`config.mk`:
```
export PLATFORM = sky130hd
export DESIGN_NAME = hazard_tracker
export DESIGN_NICKNAME = d
export VERILOG_FILES = /design/src/rtl/hazard_tracker.sv
export SDC_FILE = /design/constraint.sdc
export NUM_CORES = 1
export LEC_CHECK = 0
export CAP_MARGIN = 20
export CORE_MARGIN = 5
export CORE_UTILIZATION = 35
export DETAILED_ROUTE_END_ITERATION = 8
export PLACE_DENSITY = 0.74
export SKIP_LAST_GASP = 1
export SYNTH_ARGS = -nofsm -noshare
export SYNTH_HDL_FRONTEND = slang
export SYNTH_SLANG_ARGS = --single-unit
export TNS_END_PERCENT = 20
```
`constraint.sdc`:
```
create_clock -name clk -period 2.2 [get_ports clk]
set_input_delay 0.44 -clock clk [delete_from_list [all_inputs] [get_ports clk]]
set_output_delay 0.44 -clock clk [all_outputs]
set_load 0.1 [all_outputs]
```
`src/rtl/hazard_tracker.sv`:
```
// Producer side of the forwarding interface: tracks destination/regwrite through EX, MEM and WB,
// and raises the pipeline stall for load-use hazards and for multi-cycle mul/div held in EX.
module hazard_tracker #(
  parameter int MULDIV_LAT = 4,
  parameter int REG_W      = 5
) (
  input  logic             clk,
  input  logic             reset,
  input  logic             id_valid,
  input  logic [REG_W-1:0] id_rs,
  input  logic [REG_W-1:0] id_rt,
  input  logic [REG_W-1:0] id_rd,
  input  logic             id_regwrite,
  input  logic             id_memread,
  input  logic             id_muldiv,
  input  logic             flush,
  output logic             stall,
  output logic             muldiv_busy,
  output logic [REG_W-1:0] dec_ex_rd,
  output logic             dec_ex_regwrite,
  output logic [REG_W-1:0] ex_mem_rd,
  output logic             ex_mem_regwrite,
  output logic [REG_W-1:0] mem_wb_rd,
  output logic             mem_wb_regwrite
);

  localparam bit                 MULTI    = (MULDIV_LAT > 1);
  localparam int                 CNT_W    = (MULDIV_LAT > 1) ? $clog2(MULDIV_LAT) : 1;
  localparam logic [CNT_W-1:0]   CNT_LOAD = CNT_W'(MULDIV_LAT - 1);
  localparam logic [CNT_W-1:0]   CNT_ONE  = CNT_W'(1);
  localparam logic [REG_W-1:0]   R_ZERO   = '0;

  typedef enum logic {S_IDLE = 1'b0, S_BUSY = 1'b1} state_t;

  // EX needs all four fields; MEM and WB only carry what the bypass unit consumes.
  logic [REG_W-1:0] r_ex_rd;
  logic             r_ex_regwrite;
  logic             r_ex_memread;
  logic             r_ex_muldiv;
  logic [REG_W-1:0] r_mem_rd;
  logic             r_mem_regwrite;
  logic [REG_W-1:0] r_wb_rd;
  logic             r_wb_regwrite;

  state_t           r_state;
  logic [CNT_W-1:0] r_cnt;
  logic             r_busy;

  logic w_ex_hit;
  logic w_load_use;
  logic w_hold_ex;
  logic w_stall;
  logic w_accept;

  assign w_ex_hit   = (r_ex_rd == id_rs) || (r_ex_rd == id_rt);
  assign w_load_use = id_valid && !flush && r_ex_memread && r_ex_regwrite &&
                      (r_ex_rd != R_ZERO) && w_ex_hit;
  assign w_hold_ex  = ((r_state == S_IDLE) && r_ex_muldiv && MULTI) ||
                      ((r_state == S_BUSY) && (r_cnt > CNT_ONE));
  assign w_stall    = w_load_use || w_hold_ex;
  assign w_accept   = id_valid && !w_stall && !flush;

  // Mul/div occupancy FSM; cnt counts the remaining held cycles once BUSY.
  always_ff @(posedge clk or posedge reset) begin
    if (reset) begin
      r_state <= S_IDLE;
      r_cnt   <= '0;
      r_busy  <= 1'b0;
    end else begin
      case (r_state)
        S_IDLE: begin
          if (r_ex_muldiv && MULTI) begin
            r_state <= S_BUSY;
            r_cnt   <= CNT_LOAD;
            r_busy  <= 1'b1;
          end
        end
        S_BUSY: begin
          r_cnt <= r_cnt - CNT_ONE;
          if (r_cnt == CNT_ONE) begin
            r_state <= S_IDLE;
            r_busy  <= 1'b0;
          end
        end
        default: begin
          r_state <= S_IDLE;
          r_cnt   <= '0;
          r_busy  <= 1'b0;
        end
      endcase
    end
  end

  always_ff @(posedge clk or posedge reset) begin
    if (reset) begin
      r_ex_rd        <= '0;
      r_ex_regwrite  <= 1'b0;
      r_ex_memread   <= 1'b0;
      r_ex_muldiv    <= 1'b0;
      r_mem_rd       <= '0;
      r_mem_regwrite <= 1'b0;
      r_wb_rd        <= '0;
      r_wb_regwrite  <= 1'b0;
    end else begin
      r_wb_rd       <= r_mem_rd;
      r_wb_regwrite <= r_mem_regwrite;
      if (w_hold_ex) begin
        // EX keeps the mul/div; a bubble slides out behind it.
        r_mem_rd       <= '0;
        r_mem_regwrite <= 1'b0;
      end else begin
        r_mem_rd       <= r_ex_rd;
        r_mem_regwrite <= r_ex_regwrite;
        if (w_accept) begin
          r_ex_rd       <= id_rd;
          r_ex_regwrite <= id_regwrite;
          r_ex_memread  <= id_memread;
          r_ex_muldiv   <= id_muldiv;
        end else begin
          r_ex_rd       <= '0;
          r_ex_regwrite <= 1'b0;
          r_ex_memread  <= 1'b0;
          r_ex_muldiv   <= 1'b0;
        end
      end
    end
  end

  // A write to r0 is architecturally a no-op, so it never advertises regwrite.
  assign stall           = w_stall;
  assign muldiv_busy     = r_busy;
  assign dec_ex_rd       = r_ex_rd;
  assign dec_ex_regwrite = r_ex_regwrite && (r_ex_rd != R_ZERO);
  assign ex_mem_rd       = r_mem_rd;
  assign ex_mem_regwrite = r_mem_regwrite && (r_mem_rd != R_ZERO);
  assign mem_wb_rd       = r_wb_rd;
  assign mem_wb_regwrite = r_wb_regwrite && (r_wb_rd != R_ZERO);

endmodule

```
Word level (Yosys, flattened, before mapping)
Index checks and enable logic that the tools add are counted.
W data, S select, Z words.

cells by class
  mux-type cells = 14
  reduce and logical (&&, ||, !) cells = 21
  add/sub/neg operators = 1
  bitwise operators = 1
  equality and inequality tests = 5
  $lt $le $gt $ge = 1

operators with widths
  operator               count
  $reduce_bool A5 Y1     3
  $logic_and A1 B1 Y1    12
  $eq A5 B5 Y1           2
  $mux W5                2
  $mux W1                8
  $pmux W1 S2            2
  $pmux W2 S2            1
  $logic_or A1 B1 Y1     3
  $eq A2 B1 Y1 const B   1
  $gt A2 B1 Y1 const B   1
  $logic_not A1 Y1       2
  $mux W2                1
  $ne A2 B1 Y1 const B   1
  $ne A2 B2 Y1 const B   1
  $reduce_and A2 Y1      1
  $sub A2 B1 Y2 const B  1
  $not A1 Y1             1

word-level totals
  word-level logic and storage cells = 54
  input port bits = 22
  register bits = 24
  output and inout bits = 20

Depth between registers and ports, before layout
  word-level depth = 11
  mapped depth = 7
  depth with buffers taken out = 6

Worst setup path after synthesis
No wires, ideal clock.

  path kind = reg2out
  from = register r_ex_rd[1] (netlist: dec_ex_rd[1])
  to = output port stall
  stages on the path, launching flop included = 4
  arrival = 2.933 ns
  path slack = -1.173 ns
  buffers on the path = 0
  required time = 1.760 ns
  cell sequence = dfrtp_1 or4_4 o21a_1 a41o_1

between the ends
  cells in the longest elaborated chain, start to end = 4
  elaborated cells between the ends (all ways) = 7
  those cells by class = eq/ne (2); reduce/logical (5)

ends and longest elaborated chain
  item                                                       RTL line  RTL
  start, declared                                            36        logic [REG_W-1:0] r_ex_rd;
  start signal, assigned                                     115       r_ex_rd <= id_rd;
  $eq A5 B5 Y1 or $reduce_bool A5 Y1 (tied branches)         55, 57
  $logic_or A1 B1 Y1 or $logic_and A1 B1 Y1 (tied branches)  55, 56
  $logic_and A1 B1 Y1 *                                      57        (r_ex_rd != R_ZERO) && w_ex_hit;
  $logic_or A1 B1 Y1 *                                       60        assign w_stall = w_load_use || w_hold_ex;
  end, declared                                              17        output logic stall,

Every way passes the cells marked *; elsewhere a longest branch is shown, timed or not.

Worst setup path after layout
Ends and elaborated chain as after synthesis.

==> out/results.tsv <==
metric	value	unit
status	finished, violations left	
violations	negative setup slack	
layout_min_cycle_time	2.372	ns
crit-reg2reg-capture	dec_ex_rd[1]	
hold_start	ex_mem_rd[2]	
drc	0	
drt_pre_antenna_iters	4	
r2r_start	dec_ex_rd[1]	
ant_nets	0	
start_util	35.83	%
grt-ovfl-total	0	
cp_slowest_cell	or4_4	
numPortBuffers	41	
setup_ws	-0.1717	ns
row_count	21	
path_buf_inv	1	
hold_slack	0.4086	ns
cts_made_buffers	3	
final.setup_skew	0.009826	ns
wirelength	2.696	mm
core	3311	um^2
clk_pin_slew	0.12	ns
synth_cells	107	
cts_resized	0	
required	1.76	ns
drv_slew	0	
cts.path.max_buffers	2	
routedWlPerCell	13.35	um
hold_viol_final	0	
min_path_cells	0	
yosysSeqAreaShare	50.63	%
seq_area	611.8	um^2
tightest_slew	0.3049	ns
relSlewSlack	79.67	%
synth_warnings	0	
diodes	0	
grt_antenna_before_repair	0	
gp_congestion	0.7607	
cts_root_buffer	clkbuf_4	
avgSynthCellArea	11.09	um^2
area_growth_syn_to_layout	50.21	%
grt_setup_unrepaired	true	
grt_pass1_vias	981	
ys_ff_latch	24	
dp_cells	195	
hold_end	mem_wb_rd[2]	
maxCapViolations	0	
holdCritPathClass	flip-flop to flip-flop	
mostFrequentLayoutCells	buf_4, clkdlybuf4s50_1, dfrtp_1	
critPathTopFamily	simple AND/OR/NAND/NOR gates	
crit_path_start_kind	flip-flop	
multi_input_area	570.5	um^2
cts_sinks	24	
criticalPathCategory	flip-flop to output port	
cp_slowest_stage_delay	0.55	ns
cp-end-kind	output port	
fin_cells	202	
r2r_cells	5	
grt_pass1_wl	4.402	mm
viasPerCell	4.975	
crit_chain	or4_4 > o21a_4 > a41o_4 > buf_12	
synth_cell_types	25	
cp_max_fo	2	
drive_gt1_share	32.69	%
reg2reg_slack	0.41	ns
layout_commonest_cell	buf_4	
htree_levels	1	
grtUsageTotal	12.66	%
cts_tree	built	
die-area	4653	um^2
syn-cell-area	1186	um^2
max_freq	0.4216	GHz
setup_viol	2	
fp.dieH	68.22	um
dp_hpwl	2.090	mm
yosys.area.top_type_share	50.63	%
clk_latency	0.31	ns
n_fill_cell	303	
drt_iter0_drc	32	
grt_max_degree	25	
arrival	1.93	ns
synth_top_area_cell	dfrtp_1	
vias	1005	
die_width	68.22	um
finalNetCount	180	
syn_nets	130	
synth_area_leaders	dfrtp_1, o211ai_2, xnor2_1, nand3_1, nand4_1	
pin_count	42	
min_period_over_period	107.8	%
[Yosys cell counts]
master     instances
nor2_1             3
or4_1              2
buf_2              3
nand3_1           10
o22ai_4            1
inv_1              3
ha_1               1
nand4_1            8
and3b_1            1
nand2_1           10
a21oi_1            3
o2111ai_4          1
a41o_1             1
or2_1              1
o22ai_1            1
or4_4              1
o21a_1             3
xnor2_1           10
nor2b_1            3
dfrtp_1           24
buf_1              1
o211ai_2           8
clkbuf_1           1
and2_1             6
nor3_1             1
[cell type report]
cell class / instances / share of cell area, %
multi-input combinational: 75 / 32.02
clock inverter: 1 / 1.685
tap: 46 / 3.230
sequential: 24 / 34.34
timing repair buffer: 50 / 26.83
clock buffer: 3 / 1.264
inverter: 3 / 0.6320
[how the worst max path moves through the flow]
stage	from	end	slack, ns	cells after the start
after floorplan	dec_ex_rd[1]	stall	-0.15	3
after global placement	id_rt[4]	stall	-0.04	6
after detailed placement	id_rt[2]	stall	-0.04	6
after CTS	dec_ex_rd[0]	stall	-0.21	4
after global routing	dec_ex_rd[1]	stall	-0.23	4
final	dec_ex_rd[1]	stall	-0.17	4
[stage by stage]
step / utilization (%) / worst slack, ns / area (um^2) / TNS, ns
CTS: 53.82 / -0.2145 / 1782 / -0.3481
global placement: 51.55 / -0.03852 / 1707 / -0.03852
finish: 53.82 / -0.1717 / 1782 / -0.2640
detailed placement: 51.55 / -0.04051 / 1707 / -0.04051
floorplan: - / -0.1493 / 1216 / -0.3834
global route: 53.82 / -0.2273 / 1782 / -0.3772
[flip-flops by register name, summed over array words and instances (netlist names)]
signal	count
r_cnt	2
mem_wb_rd	5
r_ex_muldiv	1
ex_mem_rd	5
r_ex_regwrite	1
r_ex_memread	1
r_state	1
muldiv_busy	1
dec_ex_rd	5
r_wb_regwrite	1
r_mem_regwrite	1
[metal layers]
layer	part of all wire [%]	GRT usage, %	vias up
met3	6.0	2.135	2
met1	40	15.15	492
li1	-	-	484
met2	53	21.90	27
met4	1.0	5.955	0
met5	0	0	-
[what timing repair did]
action	4_1_cts	5_1_grt
hold buffers	0	0
setup endpoints to repair	2	2
pin swaps	2	4
setup buffers	3	0
cloned	0	0
[logic make-up (layout without fill, tap and decap cells)]
kind of cell	count (synthesis)	after routing	synth area share (%)
AND/OR/NAND/NOR	46	46	21.20
buffers and inverters	8	57	2.847
adder cells (fa/ha/maj)	1	1	1.055
AO/OA/AOI/OAI	18	18	16.88
XOR/XNOR	10	10	7.384
flip-flops	24	24	50.63
Power is left out: the tool's default activity adds up to more than one toggle a clock period on the data nets, which glitch-free logic cannot reach.
